<file path="config.mk">
export PLATFORM = sky130hd
export DESIGN_NAME = weight_load_ctrl
export DESIGN_NICKNAME = d
export VERILOG_FILES = /design/src/rtl/weight_load_ctrl.sv
export SDC_FILE = /design/constraint.sdc
export NUM_CORES = 1
export LEC_CHECK = 0
export CELL_PAD_IN_SITES_DETAIL_PLACEMENT = 1
export CELL_PAD_IN_SITES_GLOBAL_PLACEMENT = 1
export CORE_UTILIZATION = 14
export CTS_BUF_LIST = sky130_fd_sc_hd__clkbuf_16
export DETAILED_ROUTE_END_ITERATION = 7
export PLACE_DENSITY_LB_ADDON = 0.1
export SYNTH_ARGS = -nofsm -noshare
export SYNTH_HDL_FRONTEND = slang
export SYNTH_SLANG_ARGS = --single-unit
</file>
<file path="constraint.sdc">
create_clock -name clk -period 0.9 [get_ports clk]
set_input_delay 0.18 -clock clk [delete_from_list [all_inputs] [get_ports clk]]
set_output_delay 0.18 -clock clk [all_outputs]
set_load 0.005 [all_outputs]
</file>
<file path="src/rtl/weight_load_ctrl.sv">
// Load/drain sequencer for the per-column weight shifter bank feeding the systolic array.
// Optional stall counter is enabled by defining WEIGHT_CTRL_STALL_CNT_EN.
module weight_load_ctrl #(
    parameter int ARRAYWIDTH = 4,
    parameter int DATASIZE   = 8,
    parameter int CNTW       = (ARRAYWIDTH > 1) ? $clog2(ARRAYWIDTH) : 1
) (
    input  logic                           clk,
    input  logic                           rst,
    input  logic                           start,
    input  logic                           abort,
    input  logic                           w_valid,
    output logic                           w_ready,
    input  logic [ARRAYWIDTH*DATASIZE-1:0] w_data,
    input  logic                           drain_req,
    output logic                           buf_load_en,
    output logic                           buf_out_en,
    output logic [ARRAYWIDTH*DATASIZE-1:0] buf_in_weight,
    output logic                           busy,
    output logic                           weights_loaded,
    output logic                           done,
    output logic [15:0]                    stall_cycles
);

    typedef enum logic [2:0] {
        S_IDLE,
        S_LOAD,
        S_FULL,
        S_DRAIN,
        S_DONE
    } state_e;

    localparam logic [CNTW-1:0] LAST_IDX = CNTW'(ARRAYWIDTH - 1);

    state_e            state_q, state_d;
    logic [CNTW-1:0]   row_cnt_q, row_cnt_d;
    logic [CNTW-1:0]   out_cnt_q, out_cnt_d;

    always_comb begin
        state_d   = state_q;
        row_cnt_d = row_cnt_q;
        out_cnt_d = out_cnt_q;
        if (abort) begin
            state_d   = S_IDLE;
            row_cnt_d = '0;
            out_cnt_d = '0;
        end else begin
            unique case (state_q)
                S_IDLE: begin
                    if (start) begin
                        state_d   = S_LOAD;
                        row_cnt_d = '0;
                    end
                end
                S_LOAD: begin
                    if (w_valid) begin
                        if (row_cnt_q == LAST_IDX) begin
                            state_d   = S_FULL;
                            row_cnt_d = '0;
                        end else begin
                            row_cnt_d = row_cnt_q + CNTW'(1);
                        end
                    end
                end
                S_FULL: begin
                    if (drain_req) begin
                        state_d   = S_DRAIN;
                        out_cnt_d = '0;
                    end
                end
                S_DRAIN: begin
                    if (out_cnt_q == LAST_IDX) begin
                        state_d   = S_DONE;
                        out_cnt_d = '0;
                    end else begin
                        out_cnt_d = out_cnt_q + CNTW'(1);
                    end
                end
                S_DONE:  state_d = S_IDLE;
                default: state_d = S_IDLE;
            endcase
        end
    end

    // NOTE: state registers use non-blocking assignments so every flop samples pre-edge values.
    always_ff @(posedge clk) begin
        if (rst) begin
            state_q   <= S_IDLE;
            row_cnt_q <= '0;
            out_cnt_q <= '0;
        end else begin
            state_q   <= state_d;
            row_cnt_q <= row_cnt_d;
            out_cnt_q <= out_cnt_d;
        end
    end

    // Strobes decode the current state only, so an abort cycle still shows them.
    assign w_ready        = (state_q == S_LOAD);
    assign buf_load_en    = (state_q == S_LOAD) && w_valid;
    assign buf_out_en     = (state_q == S_DRAIN);
    assign buf_in_weight  = w_data;
    assign busy           = (state_q != S_IDLE);
    assign weights_loaded = (state_q == S_FULL);
    assign done           = (state_q == S_DONE);

`ifdef WEIGHT_CTRL_STALL_CNT_EN
    logic [15:0] stall_q, stall_d;

    always_comb begin
        stall_d = stall_q;
        if ((state_q == S_IDLE) && start && !abort) begin
            stall_d = '0;
        end else if ((((state_q == S_LOAD) && !w_valid) ||
                      ((state_q == S_FULL) && !drain_req)) &&
                     (stall_q != 16'hFFFF)) begin
            stall_d = stall_q + 16'd1;
        end
    end

    always_ff @(posedge clk) begin
        if (rst) begin
            stall_q <= '0;
        end else begin
            stall_q <= stall_d;
        end
    end

    assign stall_cycles = stall_q;
`else
    assign stall_cycles = 16'h0;
`endif

endmodule

</file>
Word-level counts from Yosys, hierarchy flattened. Cells that the tools add are included. W data, S select, Z words.

Bits in registers: 7. Bits in latches: 0. Memory bits (writable): 0. Bits in read-only memories: 0. Input bits: 38. Output and inout bits: 54. Logic and storage cells: 38. Memories: 0.

Add/subtract/negate cells: 2. Multiply operators: 0. Div/mod/pow operators: 0. Order comparisons: 0. Eq/ne operators: 11. Shift operators: 0. Mux-type cells: 13. Bitwise operators: 0. Reductions and logical operators: 9.

Operator list (number): $mux W3 (5); $pmux W3 S4 (1); $mux W2 (5); $pmux W2 S2 (2); $eq A3 B2 Y1 const B (2); $ne A2 B2 Y1 const B (3); $reduce_and A5 Y1 (1); $add A2 B1 Y2 const B (2); $eq A2 B2 Y1 const B (2); $ne A2 B1 Y1 const B (2); $reduce_bool A2 Y1 (2); $eq A3 B1 Y1 const B (1); $eq A3 B3 Y1 const B (1); $logic_not A3 Y1 (1); $reduce_and A3 Y1 (1); $reduce_bool A3 Y1 (1); $reduce_and A2 Y1 (1); $reduce_or A2 Y1 (1); $logic_and A1 B1 Y1 (1).

Depth between registers and ports, before layout.
Depth in word-level cells: 4. Depth in mapped cells: 4. Depth with buffers taken out: 4.

Worst setup path after synthesis. No wires, ideal clock.

Path kind: reg-to-output. Start: register state_q[0]. End: output busy. Arrival: 0.832 ns. Required time: 0.720 ns. Slack: -0.112 ns. Cell stages (with the launch flop): 3. Buffers on the path: 1. Cells stage by stage: dfxtp_1 buf_2 or3_1.

Cells in the longest elaborated chain, start to end: 1.

Ends and longest elaborated chain: start: declaration (RTL line 35) `state_e state_q, state_d;`; start signal: assignment (RTL line 92) `state_q <= state_d;`; $reduce_bool A3 Y1 (RTL line 103) `assign busy = (state_q != S_IDLE);`; end: declaration (RTL line 19) `output logic busy,`.

No other way between the ends.

Final worst setup path.
Start: register state_q[1]. End: output busy.

Same word-level chain as after synthesis.

==> metrics <==
max incr delay on CP 0.36 ns; first-pass GRT wire length 2380 um; initial antenna violation count 0; Routed WL per cell 9.69 um; dominant cell type by area after synthesis buf_4; I/O Pins 92; worst hold path type input pin to output pin; slowest CP cell dfxtp_4; chip width 75.8 um; final wirelength 1580 um; crit path DAT 1.08 ns; Setup TNS -3.03 ns; Rows 26; max-cap violations 0; Worst Setup Start Kind flip-flop; RSZ-0062 raised after global routing true; # port buffers 11; synth-to-layout area growth 18.5%; clk slew on worst S/H paths 0.04 ns; clk buf depth 2; Worst-Skew Late Latency 0.23 ns; cell with the most instances after synthesis buf_4; clock sinks 7; Initial DRC Count 7; failing checks negative setup slack; period utilisation layout 1.39; post-synthesis sequential area ratio 0.184; leakage power 0.388 nW; H-tree depth 1; crit end category output pin; final hold violations 0; vias in the first global route 518; vias per cell 3.23; Max FO, Critical Path 5; Critical path origin state_q[1]; hpwl dp 1230 um; synth top area cells buf_4 (47%), dfxtp_1 (18%), a21oi_1 (3.3%); Yosys top cell area share 0.472; synthesized cell area 763 um2; Syn. warnings 0; cell family with most CP delay flip-flops; Top FF cell, synth dfxtp_1; ys async rst share 0; Slew Limit Fails 0; antenna diode count 0; # setup viols final 13; Tmin final 1.26 ns; number of cells produced by synthesis 97; DRC viols 0; top cells by count, synth buf_4 (48), dfxtp_1 (7), a21oi_1 (5), nor2_1 (5), nand2_1 (4); full die area 0.00575 mm2; crit path kind flip-flop to output pin; CP Cell Sequence or3_1 > buf_2; CTS Buf Count 3; layout cells sized above 1 0.462; Starting Density 0.148; Fmax achieved 0.797 GHz; fin nets 134; total global routing overflow 0; Worst Path Buf+Inv 1; worst r2r src state_q[1]; Min Hold Slack 0.360 ns; Std-Cell Core Area 0.00517 mm2; Detail Route Antenna Nets 0; CTS tree yes; worst setup margin -0.355 ns; final cell utilization of the core 0.175; #FFs+latches synth 7; root buf cell clkbuf_16; Worst Skew 0.000339 ns; Post-synth EDFFs 0; router iterations before antenna repair 3; hold path start w_data[10]; Final Wtd Congestion 0.664; worst vdd ir 0.000433 V; Distinct cells, synth 28; via count 527; Critical Path RT 0.72 ns; Avg Cell Area, Syn 7.87 um2; pin count of the biggest net entering global routing 13; GRT Overall Usage 0.0564; Die Ht 75.8 um; outcome complete, but fails checks; power per cell area 1320 mW/mm2
==> cell type report <==
type | instances | area (um2)
clock buffers | 3 | 75.1
clock inverters | 1 | 3.75
fillers | 608 | 4270
inverters | 1 | 3.75
multi-input cells | 54 | 360
flip-flops and latches | 7 | 154
well taps | 70 | 87.6
repair buffers | 27 | 220
==> logic make-up after synthesis <==
logic type,share of synthesized area
buf+inv,0.490
other cells,0.00491
simple gates,0.180
compound gates,0.0951
mux,0.0131
fa+ha+maj,0.0328
flops,0.184
==> layer usage <==
layer	wire length, um	track usage	up-vias	share of wire
met4	34	0.0412	0	0.022
met3	137	0.0159	6	0.087
met1	676	0.0670	240	0.43
met2	730	0.0865	31	0.46
met5	0	0	-	0
li1	-	-	250	-
==> placed cells by master (no fill, tap or decap), types with 2 or more instances in the layout <==
cell and instances:
o21ai_0 2, nand2_1 4, buf_6 3, clkbuf_16 3, nor2_1 3, conb_1 16
dfxtp_4 3, a21oi_1 4, dfxtp_2 2, nor3b_2 2, clkdlybuf4s50_1 5, dfxtp_1 2
inv_1 2, buf_2 4, buf_4 14
==> flip-flops by register name (all words and copies together), names as in the netlist <==
name and count:
state_q 3, row_cnt_q 2, out_cnt_q 2
==> path summary, 6_finish.rpt <==
check	end	slack [ns]	cells after the start
max	busy	-0.36	2
min reg2reg	row_cnt_q[1]	0.47	2
min	buf_in_weight[10]	0.36	0
max reg2reg	out_cnt_q[1]	-0.26	6
==> repair_timing <==
action,4_1_cts,5_1_grt
setup endpoints to repair,13,13
buffers inserted,1,4
hold buffers,0,0
pin swaps,6,5
resized for setup,35,5
==> where the power goes <==
part           leakage (nW)  total (mW)  switching (mW)  internal (mW)
clock network        0.0423       0.770           0.190          0.580
logic                 0.286       0.110          0.0517         0.0580
registers            0.0599       0.316         0.00884          0.308
total                 0.388        1.20           0.251          0.946
==> stage by stage <==
| step | setup slack (ns) | instances | area, um2 | power, mW |
|---|---|---|---|---|
| 4_1_cts | -0.361 | 159 | 855 | 1.21 |
| 2_1_floorplan | -0.0663 | 112 | 845 | 0.541 |
| 5_1_grt | -0.383 | 163 | 905 | 1.24 |
| 3_5_place_dp | -0.579 | 154 | 742 | 0.429 |
| 3_3_place_gp | -0.575 | 154 | 742 | 0.430 |
| 6_report | -0.355 | 163 | 905 | 1.20 |
==> worst register-to-register path: stages (launching register included) <==
cell	delay, ns
dfxtp_4	0.36
buf_4	0.14
and3b_2	0.19
buf_4	0.13
buf_4	0.12
nand2_1	0.05
a21oi_1	0.05
(Power assumes the default switching activity.)
